===== config.mk =====
export PLATFORM = sky130hd
export DESIGN_NAME = uart_bus_master
export DESIGN_NICKNAME = d
export VERILOG_FILES = /design/src/rtl/uart_bus_master.sv
export SDC_FILE = /design/constraint.sdc
export NUM_CORES = 1
export LEC_CHECK = 0
export ABC_AREA = 1
export CORE_MARGIN = 3
export CORE_UTILIZATION = 45
export CTS_CLUSTER_SIZE = 14
export DETAILED_ROUTE_END_ITERATION = 10
export DONT_BUFFER_PORTS = 1
export GPL_ROUTABILITY_DRIVEN = 1
export PLACE_DENSITY = 0.69
export SYNTH_ARGS = -nofsm -noshare
export SYNTH_HDL_FRONTEND = slang
export SYNTH_SLANG_ARGS = --single-unit

===== constraint.sdc =====
create_clock -name clk -period 1.75 [get_ports clk]
set_clock_uncertainty 0.1 [all_clocks]
set_input_delay 0.35 -clock clk [delete_from_list [all_inputs] [get_ports clk]]
set_output_delay 0.35 -clock clk [all_outputs]
set_load 0.01 [all_outputs]

===== src/rtl/uart_bus_master.sv =====
// UART debug bridge: parses W/R command frames from uart_rx, performs one
// 16-bit bus cycle as a second bus master and replies through uart_tx.
module uart_bus_master #(
  parameter int READ_LAT    = 1,
  parameter int TIMEOUT_CYC = 5_000_000
) (
  input  logic        clk,
  input  logic        rst_n,
  input  logic [7:0]  rx_byte,
  input  logic        rx_valid,
  output logic [7:0]  tx_byte,
  output logic        tx_start,
  input  logic        tx_done,
  output logic        bus_req,
  input  logic        bus_gnt,
  output logic [15:0] bus_addr,
  output logic [15:0] bus_wdata,
  output logic        bus_we,
  input  logic [15:0] bus_rdata,
  output logic        busy,
  output logic        err_overrun
);

  localparam int TW = $clog2(TIMEOUT_CYC + 1);
  localparam int LW = $clog2(READ_LAT + 1);

  localparam logic [7:0] CMD_WRITE = 8'h57;
  localparam logic [7:0] CMD_READ  = 8'h52;
  localparam logic [7:0] REPLY_ACK = 8'h4B;
  localparam logic [7:0] REPLY_BAD = 8'h3F;

  typedef enum logic [3:0] {
    IDLE, ADDR_H, ADDR_L, DATA_H, DATA_L, REQ, ACCESS, RD_WAIT, TX_SEND, TX_WAIT
  } state_t;

  state_t          state_q, state_d;
  logic            isWrite_q, isWrite_d;
  logic [15:0]     addr_q, addr_d;
  logic [15:0]     wdata_q, wdata_d;
  logic [7:0]      replyLo_q, replyLo_d;
  logic [7:0]      txByte_q, txByte_d;
  logic            txMore_q, txMore_d;
  logic [LW-1:0]   latCnt_q, latCnt_d;
  logic [TW-1:0]   tmo_q, tmo_d;
  logic            overrun_q, overrun_d;

  logic inFrame;
  logic tmoHit;
  logic cantAccept;

  assign inFrame    = state_q inside {ADDR_H, ADDR_L, DATA_H, DATA_L};
  assign tmoHit     = inFrame && !rx_valid && (tmo_q == TW'(TIMEOUT_CYC - 1));
  assign cantAccept = state_q inside {REQ, ACCESS, RD_WAIT, TX_SEND, TX_WAIT};

  always_ff @(posedge clk or negedge rst_n) begin
    if (!rst_n) begin
      state_q   <= IDLE;
      isWrite_q <= 1'b0;
      addr_q    <= '0;
      wdata_q   <= '0;
      replyLo_q <= '0;
      txByte_q  <= '0;
      txMore_q  <= 1'b0;
      latCnt_q  <= '0;
      tmo_q     <= '0;
      overrun_q <= 1'b0;
    end else begin
      state_q   <= state_d;
      isWrite_q <= isWrite_d;
      addr_q    <= addr_d;
      wdata_q   <= wdata_d;
      replyLo_q <= replyLo_d;
      txByte_q  <= txByte_d;
      txMore_q  <= txMore_d;
      latCnt_q  <= latCnt_d;
      tmo_q     <= tmo_d;
      overrun_q <= overrun_d;
    end
  end

  // Inter-byte silence counter; only runs while a frame is partially received.
  always_comb begin
    tmo_d = tmo_q;
    if (rx_valid || !inFrame || tmoHit) begin
      tmo_d = '0;
    end else begin
      tmo_d = tmo_q + 1'b1;
    end
  end

  always_comb begin
    state_d   = state_q;
    isWrite_d = isWrite_q;
    addr_d    = addr_q;
    wdata_d   = wdata_q;
    replyLo_d = replyLo_q;
    txByte_d  = txByte_q;
    txMore_d  = txMore_q;
    latCnt_d  = latCnt_q;
    overrun_d = overrun_q | (rx_valid && cantAccept);

    case (state_q)
      IDLE: begin
        if (rx_valid) begin
          isWrite_d = (rx_byte == CMD_WRITE);
          if (rx_byte == CMD_WRITE || rx_byte == CMD_READ) begin
            state_d = ADDR_H;
          end else begin
            txByte_d = REPLY_BAD;
            txMore_d = 1'b0;
            state_d  = TX_SEND;
          end
        end
      end
      ADDR_H: begin
        if (rx_valid) begin
          addr_d[15:8] = rx_byte;
          state_d      = ADDR_L;
        end else if (tmoHit) begin
          state_d = IDLE;
        end
      end
      ADDR_L: begin
        if (rx_valid) begin
          addr_d[7:0] = rx_byte;
          state_d     = isWrite_q ? DATA_H : REQ;
        end else if (tmoHit) begin
          state_d = IDLE;
        end
      end
      DATA_H: begin
        if (rx_valid) begin
          wdata_d[15:8] = rx_byte;
          state_d       = DATA_L;
        end else if (tmoHit) begin
          state_d = IDLE;
        end
      end
      DATA_L: begin
        if (rx_valid) begin
          wdata_d[7:0] = rx_byte;
          state_d      = REQ;
        end else if (tmoHit) begin
          state_d = IDLE;
        end
      end
      REQ: begin
        if (bus_gnt) begin
          state_d = ACCESS;
        end
      end
      ACCESS: begin
        if (isWrite_q) begin
          txByte_d = REPLY_ACK;
          txMore_d = 1'b0;
          state_d  = TX_SEND;
        end else begin
          latCnt_d = '0;
          state_d  = RD_WAIT;
        end
      end
      // High byte goes straight to the transmitter; low byte waits its turn.
      RD_WAIT: begin
        if (latCnt_q == LW'(READ_LAT - 1)) begin
          txByte_d  = bus_rdata[15:8];
          replyLo_d = bus_rdata[7:0];
          txMore_d  = 1'b1;
          state_d   = TX_SEND;
        end else begin
          latCnt_d = latCnt_q + 1'b1;
        end
      end
      TX_SEND: begin
        state_d = TX_WAIT;
      end
      TX_WAIT: begin
        if (tx_done) begin
          if (txMore_q) begin
            txByte_d = replyLo_q;
            txMore_d = 1'b0;
            state_d  = TX_SEND;
          end else begin
            state_d = IDLE;
          end
        end
      end
      default: begin
        state_d = IDLE;
      end
    endcase
  end

  // Outputs decode straight from the state register so an async reset clears them at once.
  always_comb begin
    bus_req     = state_q inside {REQ, ACCESS, RD_WAIT};
    bus_addr    = (state_q inside {ACCESS, RD_WAIT}) ? addr_q : 16'h0000;
    bus_we      = (state_q == ACCESS) && isWrite_q;
    bus_wdata   = bus_we ? wdata_q : 16'h0000;
    tx_start    = (state_q == TX_SEND);
    tx_byte     = txByte_q;
    busy        = (state_q != IDLE);
    err_overrun = overrun_q;
  end

endmodule


; ---- Word-level counts from Yosys, hierarchy flattened
; Cells that the tools add are included.
[classes]
addsub = 2
n_eq_ne = 20
mux = 33
bitwise_logic = 2
n_reduce_logical = 26
[op_table]
columns = op, count
row1 = 2-to-1 mux 4 bit, 12
row2 = 2-to-1 mux 8 bit, 6
row3 = one-hot mux 4 bit (10 select lines), 1
row4 = 2-to-1 mux 16 bit, 2
row5 = one-hot mux 8 bit (4 select lines), 1
row6 = adder 23 x 1 -> 23 bit (second input constant), 1
row7 = == test 23 bit (second input constant), 1
row8 = 2-to-1 mux 23 bit, 1
row9 = == test 4 x 3 -> 1 bit (second input constant), 4
row10 = == test 8 x 7 -> 1 bit (second input constant), 2
row11 = inequality test 2 bit (second input constant), 8
row12 = AND reduction 2 bit, 7
row13 = nonzero test 4 bit, 3
row14 = == test 4 x 2 -> 1 bit (second input constant), 2
row15 = == test 4 bit (second input constant), 2
row16 = 2-to-1 mux 1 bit, 7
row17 = AND reduction 7 bit, 1
row18 = AND reduction 6 bit, 1
row19 = nonzero test 5 bit, 1
row20 = == test 4 x 1 -> 1 bit (second input constant), 1
row21 = logical AND 1 bit, 4
row22 = logical NOT 4 bit, 1
row23 = one-hot mux 1 bit (4 select lines), 1
row24 = AND reduction 4 bit, 1
row25 = 9 further kinds, 12
[totals]
regBits = 79
inputBits = 29
out_inout_bits = 45
elab_cells = 95

; ---- Depth between registers and ports, before layout
; Gate-level depths: netlist of run 1.
[depth]
ltp_word = 7
mapped_depth = 10
ltp_nobuf = 10

; ---- Least setup slack after synthesis of run 1
; OpenSTA, ideal clock, no wires.
[synth_path]
path_type = reg2out
start = register state_q[1]
end = output bus_wdata[10]
arrival_time_ns = 1.405
required_time_ns = 1.300
slack_ns = -0.105
stages_incl_launch_ff = 8
n_path_buf = 1
cell_sequence = dfrtp_1 inv_1 nor2_1 nand2_1 nor2_1 inv_2 buf_6 nor2_1
[synth_via]
elab_chain_cells = 3
[synth_lines]
columns = element, line
row1 = start: declaration, 36  ; state_t state_q, state_d;
row2 = start signal: assignment, 68  ; state_q <= state_d;
row3 = == test 4 x 3 -> 1 bit, 197  ; bus_we = (state_q == ACCESS) && isWrite_q;
row4 = logical AND 1 bit, 197
row5 = named net bus_we, 18  ; output logic bus_we,
row6 = 2-to-1 mux 16 bit, 198  ; bus_wdata = bus_we ? wdata_q : 16'h0000;
row7 = end: declaration, 17  ; output logic [15:0] bus_wdata,
; The timed path passes the listed nets, and every way through them passes these cells.

; ---- Worst setup path after layout of run 1
[layout_path]
start = register state_q[1]
end = output bus_wdata[0]
[layout_via]
elab_chain_cells = 3
[layout_lines]
columns = element, line
row1 = == test 4 x 3 -> 1 bit, 197
row2 = logical AND 1 bit, 197
row3 = 2-to-1 mux 16 bit, 198
; Every way passes these cells.

==> impl_metrics.py, run 1 <==
metrics = {
    "layout": {
        "antenna_cells": 0,
        "fill_cells": 763,
        "seqCellArea_mm2": 0.001954,
        "fin_util_pct": 60.28,
        "nNetsFinal": 650,
        "instances_no_fill": 733,
        "drive_gt1_share_pct": 22.88,
        "multi_input_area_mm2": 0.002175,
        "area_delta_synth_final_pct": 29.63,
    },
    "run_status": {
        "status": "finished with violations",
        "violations": "hold timing, setup timing",
    },
    "placed_design": {
        "gp_congestion": 0.9065,
        "place_ws_ns": 0.04118,
        "port_buffers": 0,
        "dp_hpwl_mm": 7.219,
        "placed_cells": 691,
    },
    "sta": {
        "setup_viol_count_final": 65,
        "fin_crit_sh_pct": 112.5,
        "period_needed_ns": 1.969,
        "fin_ws_ns": -0.2187,
        "rsz0062_at_grt": "yes",
        "whs_ns": -0.4274,
        "fmax_ghz": 0.5080,
        "hold_viol_final": 78,
        "slew_headroom_pct": 73.95,
        "worst_pin_slew_ns": 0.3877,
        "drv_slew": 0,
    },
    "critical_path": {
        "critical_path_class": "reg -> out",
        "critPathMostFrequentCell": "nor2_4",
        "cp.required_ns": 1.30,
        "crit_chain": "inv_1 > nor2_4 > nand2_2 > nor2_4 > inv_6 > nor2_2 > buf_4",
        "cp-end-kind": "primary output",
        "path_buf_inv": 3,
        "crit_slowest_cell": "dfrtp_1",
        "slowest_delay_ns": 0.40,
        "path_max_fanout": 17,
        "start_kind": "register",
        "crit_family": "simple AND/OR/NAND/NOR gates",
        "arrival_ns": 1.52,
    },
    "worst_hold_path": {
        "hold_path.class": "in -> async",
    },
    "floorplan": {
        "die-area_mm2": 0.01023,
        "die_x_um": 101.2,
        "start_util_pct": 46.50,
        "rows": 34,
        "io_pins": 74,
        "coreArea_mm2": 0.008763,
        "die_h_um": 101.2,
    },
    "pwr": {
        "p_per_area_mw_per_mm2": 1518,
        "ir_drop_mv": 0.7267,
        "leakage_nw": 2.392,
    },
    "detailed_routing": {
        "avgRoutedWirePerCell_um": 15.12,
        "routed_via_density": 5.173,
        "drt_pass1_iterations": 5,
        "drtIter0Drc": 220,
        "drtAntennaViolNets": 0,
        "drt-total-wl_mm": 11.08,
        "route.detailed.drc": 0,
        "vias": 3792,
    },
    "grt": {
        "antenna_found_initial": 0,
        "grt_pass1_wl_mm": 16.63,
        "grt_max_degree": 79,
        "grt_usage_pct": 20.44,
        "grt_pass1_vias": 3491,
        "overflow": 0,
    },
    "synthesis": {
        "synth_cell_types": 28,
        "synthesis.nets": 595,
        "yosysTopAreaCellShare_pct": 47.90,
        "ys_async_sr_fraction_pct": 100.0,
        "yosysSeqAreaShare_pct": 47.90,
        "syn_area_mm2": 0.004075,
        "avgSynthCellArea_um2": 7.213,
        "ys.warnings.count": 0,
        "yosys.area.top_type": "dfrtp_1",
        "synthFlopType": "dfrtp_1",
        "synth-edff-count": 0,
        "synth_most_common_cell": "nand2_1",
        "yosys-top-cells-count": "nand2_1 (170), nor2_1 (91), dfrtp_1 (78), inv_1 (78), o21ai_0 (43)",
        "synthTopCellsByArea": "dfrtp_1 (48%), nand2_1 (16%), nor2_1 (8.4%)",
        "synth-seq-cells": 78,
        "postSynthCellCount": 565,
    },
    "clock_tree": {
        "htree_levels": 3,
        "cts.reportedPaths.clkPinSlew_ns": 0.09,
        "cts_tree": "yes",
        "worstSkewPairLatency_ns": 0.36,
        "cts.sinks": 78,
        "clockRootBuffer": "clkbuf_8",
        "clk_path_buf_depth": 2,
        "numCtsBuffers": 9,
    },
    "run": {
        "cap_violations": 0,
    },
}
## where the power goes
part / internal, mW / switching (mW) / leakage, nW
Combinational: 1.45 / 2.19 / 1.29
Sequential: 2.40 / 0.395 / 0.992
Clock: 0.853 / 0.733 / 0.113
## repair_timing
item	4_1_cts	5_1_grt
pin swaps	3	16
hold buffers	5	1
endpoints found under the hold margin	83	79
resized for setup	47	72
buffers inserted	10	6
endpoints found under the setup margin	36	83
gates cloned	1	4
## cell type report
cell class | instances | share of cell area [%]
Clock inverter | 6 | 1.776
Sequential cell | 78 | 37.00
Timing Repair Buffer | 49 | 8.740
Inverter | 84 | 6.158
Multi-Input combinational cell | 398 | 41.17
Clock buffer | 10 | 2.605
Tap cell | 108 | 2.558
## registers in the layout, summed over array words and instances (netlist names)
| name | count |
|---|---|
| isWrite_q | 1 |
| state_q | 4 |
| tx_byte | 8 |
| replyLo_q | 8 |
| tmo_q | 23 |
| wdata_q | 16 |
| txMore_q | 1 |
| err_overrun | 1 |
| addr_q | 16 |
## cell families after synthesis
kind of cell	synth area share, %
adder cells (fa/ha/maj)	0.3070
flip-flops	47.90
XOR/XNOR	1.934
buffers and inverters	8.965
AO/OA/AOI/OAI	7.369
AND/OR/NAND/NOR	33.53
## placed cells by master (no fill, tap or decap), types with 5 or more instances in the layout
cell and n:
nor3_1 9, nand3_1 26, o21ai_1 5, nand2_1 162, inv_2 8, o21ai_0 41
nand2_4 6, nor2_2 9, nand3_2 7, buf_4 31, dfrtp_1 76, nor2_1 61
a21oi_1 6, inv_1 73, buf_6 7, nor2_4 28, nand2_2 8, xor2_1 6
clkbuf_8 10, dlygate4sd3_1 6
## final timing paths
check,start,endpoint,slack [ns],cells past startpoint
max,state_q[1],bus_wdata[0],-0.22,7
min,rst_n,tmo_q[12],-0.43,0
max reg2reg,state_q[3],tmo_q[14],-0.11,9
min reg2reg,replyLo_q[1],replyLo_q[1],0.39,2
max in group asynchronous,rst_n,txMore_q,1.82,0
min in group clk,bus_rdata[1],replyLo_q[1],0,2
## metrics by stage
| step | cell area, um^2 | power (mW) | hold slack [ns] | setup TNS (ns) |
|---|---|---|---|---|
| after floorplan | 4080 | 4.448 | -0.04559 | 0 |
| after global placement | 4368 | 5.135 | -0.04288 | 0 |
| after detailed placement | 4368 | 5.242 | -0.04323 | 0 |
| after CTS | 4902 | 7.293 | -0.4349 | -3.992 |
| after global routing | 5283 | 8.555 | -0.4482 | -10.30 |
| final | 5283 | 8.018 | -0.4274 | -6.172 |
## routing by layer
layer | vias up | GRT usage, % | part of all wire (%)
li1 | 1855 | - | -
met1 | 1775 | 27.39 | 45
met2 | 133 | 32.09 | 47
met3 | 29 | 5.441 | 5.9
met4 | 0 | 7.260 | 2.7
met5 | - | 0 | 0
No activity file was read; power rests on OpenSTA's default activity.
==> inputs of run 2 (changes only) <==
--- a/config.mk
+++ b/config.mk
@@ -8,7 +8,6 @@
 export ABC_AREA = 1
 export CORE_MARGIN = 3
 export CORE_UTILIZATION = 45
-export CTS_CLUSTER_SIZE = 14
 export DETAILED_ROUTE_END_ITERATION = 10
 export DONT_BUFFER_PORTS = 1
 export GPL_ROUTABILITY_DRIVEN = 1
==> results of run 2 <==
No change in the layout: final DEF, timing and power equal those of run 1.
==> inputs of run 3 (changes only) <==
--- a/config.mk
+++ b/config.mk
@@ -8,10 +8,12 @@
 export ABC_AREA = 1
 export CORE_MARGIN = 3
 export CORE_UTILIZATION = 45
+export CTS_BUF_LIST = sky130_fd_sc_hd__clkbuf_16
 export DETAILED_ROUTE_END_ITERATION = 10
 export DONT_BUFFER_PORTS = 1
 export GPL_ROUTABILITY_DRIVEN = 1
 export PLACE_DENSITY = 0.69
+export SKIP_CTS_REPAIR_TIMING = 1
 export SYNTH_ARGS = -nofsm -noshare
 export SYNTH_HDL_FRONTEND = slang
 export SYNTH_SLANG_ARGS = --single-unit
==> run 3 against run 2 <==
The flow still finishes with violations (hold timing, setup timing). Via count unchanged. Sequential power increased by 1%. Hold slack improved by 0.033 ns. Critical endpoint unchanged. Largest power group unchanged.
==> impl_metrics.py, run 3 (same netlist as run 1, synthesis figures left out) <==
metrics = {
    "run_status": {
        "status": "finished with violations",
        "violations": "hold timing, setup timing",
    },
    "pwr": {
        "clkPwrFrac_pct": 24.9,
        "p_per_area_mw_per_mm2": 1563,
        "total_power_mw": 8.153,
        "p_int_mw": 4.968,
        "p_seq_share_pct": 34.7,
        "p_sw_mw": 3.186,
        "ir_drop_mv": 0.7269,
        "leakage_nw": 2.402,
        "swShare_pct": 39.07,
        "combPwrFrac_pct": 40.4,
    },
    "grt": {
        "grt_pass1_wl_mm": 15.91,
        "grt_max_degree": 79,
        "antenna_found_initial": 0,
        "grt_usage_pct": 19.57,
        "grt_pass1_vias": 3338,
        "overflow": 0,
    },
    "layout": {
        "fill_cells": 761,
        "largest-register": "tmo_q",
        "multi_input_area_mm2": 0.002081,
        "final_cell_mix": "nand2_1 (165), inv_1 (76), dfrtp_1 (76), nor2_1 (65), o21ai_0 (40)",
        "largest_registers": "tmo_q x23, addr_q x16, wdata_q x16",
        "antenna_cells": 0,
        "drive_gt1_share_pct": 20.81,
        "area_delta_synth_final_pct": 28.03,
        "nNetsFinal": 645,
        "seqCellArea_mm2": 0.001954,
        "final_common_cell": "nand2_1",
        "instances_no_fill": 728,
        "largest_register_ff_count": 23,
        "fin_util_pct": 59.54,
        "final_cell_area_mm2": 0.005218,
    },
    "run": {
        "cap_violations": 0,
    },
    "clock_tree": {
        "cts.sinks": 78,
        "cts_tree": "yes",
        "htree_levels": 3,
        "clockRootBuffer": "clkbuf_16",
        "clk_path_buf_depth": 2,
        "numCtsBuffers": 9,
        "worstSkewPairLatency_ns": 0.34,
        "cts.reportedPaths.clkPinSlew_ns": 0.06,
    },
    "critical_path": {
        "crit_path_start": "state_q[0]",
        "reg2reg_from": "state_q[2]",
        "r2r_slack_ns": -0.12,
        "critical_path_class": "reg -> out",
        "start_kind": "register",
        "slowest_delay_ns": 0.48,
        "path_max_fanout": 17,
        "rr_worst_depth": 11,
        "crit_chain": "nor2_4 > nand2_2 > nor2_4 > inv_6 > nor2_2 > buf_4",
        "cp-end-kind": "primary output",
        "cp.required_ns": 1.30,
        "worstReg2RegEnd": "tmo_q[20]",
        "critPathMostFrequentCell": "nor2_4",
        "arrival_ns": 1.52,
        "crit_slowest_cell": "dfrtp_2",
    },
    "worst_hold_path": {
        "hold_path.class": "in -> async",
    },
    "detailed_routing": {
        "drt_pass1_iterations": 5,
        "route.detailed.drc": 0,
        "drtIter0Drc": 279,
        "avgRoutedWirePerCell_um": 15.04,
        "drtAntennaViolNets": 0,
        "drt-total-wl_mm": 10.95,
        "vias": 3792,
        "routed_via_density": 5.209,
    },
    "sta": {
        "worst_pin_slew_ns": 0.3964,
        "fin_ws_ns": -0.2218,
        "fin_setup_tns_ns": -7.924,
        "period_needed_ns": 1.972,
        "setup_viol_count_final": 67,
        "drv_slew": 0,
        "rsz0062_at_grt": "yes",
        "hold_viol_final": 78,
        "fin_crit_sh_pct": 112.7,
        "fmax_ghz": 0.5072,
        "whs_ns": -0.3947,
        "slew_headroom_pct": 73.37,
    },
    "floorplan": {
        "io_pins": 74,
        "rows": 34,
        "coreArea_mm2": 0.008763,
        "start_util_pct": 46.50,
        "die_x_um": 101.2,
        "die_h_um": 101.2,
        "die-area_mm2": 0.01023,
    },
    "placed_design": {
        "placed_area_mm2": 0.004368,
        "port_buffers": 0,
        "placed_cells": 691,
        "dp_hpwl_mm": 7.219,
        "gp_congestion": 0.9065,
    },
}
run 3: through the flow:
| step | setup slack, ns | hold WS [ns] |
|---|---|---|
| after floorplan | 0.01542 | -0.04559 |
| final | -0.2218 | -0.3947 |
| after CTS | -0.3272 | -0.4015 |
| after detailed placement | 0.04118 | -0.04323 |
| after global placement | 0.05731 | -0.04288 |
| after global routing | -0.2814 | -0.4054 |
run 3: worst max-delay path by stage:
stage / cells past startpoint / end / slack [ns]
after floorplan: 7 / bus_wdata[10] / 0.02
after global placement: 6 / bus_wdata[0] / 0.06
after detailed placement: 7 / tmo_q[14] / 0.04
after CTS: 6 / bus_wdata[0] / -0.33
after global routing: 7 / bus_wdata[0] / -0.28
final: 6 / bus_wdata[0] / -0.22
run 3: layout make-up:
| class | count | area share, % |
|---|---|---|
| clock buffer | 9 | 4.317 |
| clock inverter | 7 | 1.871 |
| inverter | 84 | 6.187 |
| multi-input combinational | 397 | 39.88 |
| sequential | 78 | 37.46 |
| tap | 108 | 2.590 |
| timing repair buffer | 45 | 7.698 |
run 3: worst max-delay path, delay by kind of cell, from the launching register on:
| family | cells | cell delay [ns] |
|---|---|---|
| buffers and inverters | 2 | 0.23 |
| and+or+nand+nor | 4 | 0.49 |
| DFF | 1 | 0.48 |
run 3: power groups by stage:
| stage | Clock (mW) | Sequential (mW) | Combinational (mW) |
|---|---|---|---|
| 2_1_floorplan | 0 | 2.75 | 1.70 |
| 3_3_place_gp | 0 | 2.80 | 2.33 |
| 3_5_place_dp | 0 | 2.83 | 2.41 |
| 4_1_cts | 2.06 | 2.81 | 2.42 |
| 5_1_grt | 2.12 | 2.89 | 3.68 |
| 6_report | 2.03 | 2.83 | 3.29 |
run 3: per-layer routing:
layer	vias up	track usage [%]	share of wire, %
met5	-	0	0
met4	0	8.078	2.0
met3	22	3.581	6.2
met2	149	30.38	47
met1	1784	27.08	45
li1	1837	-	-
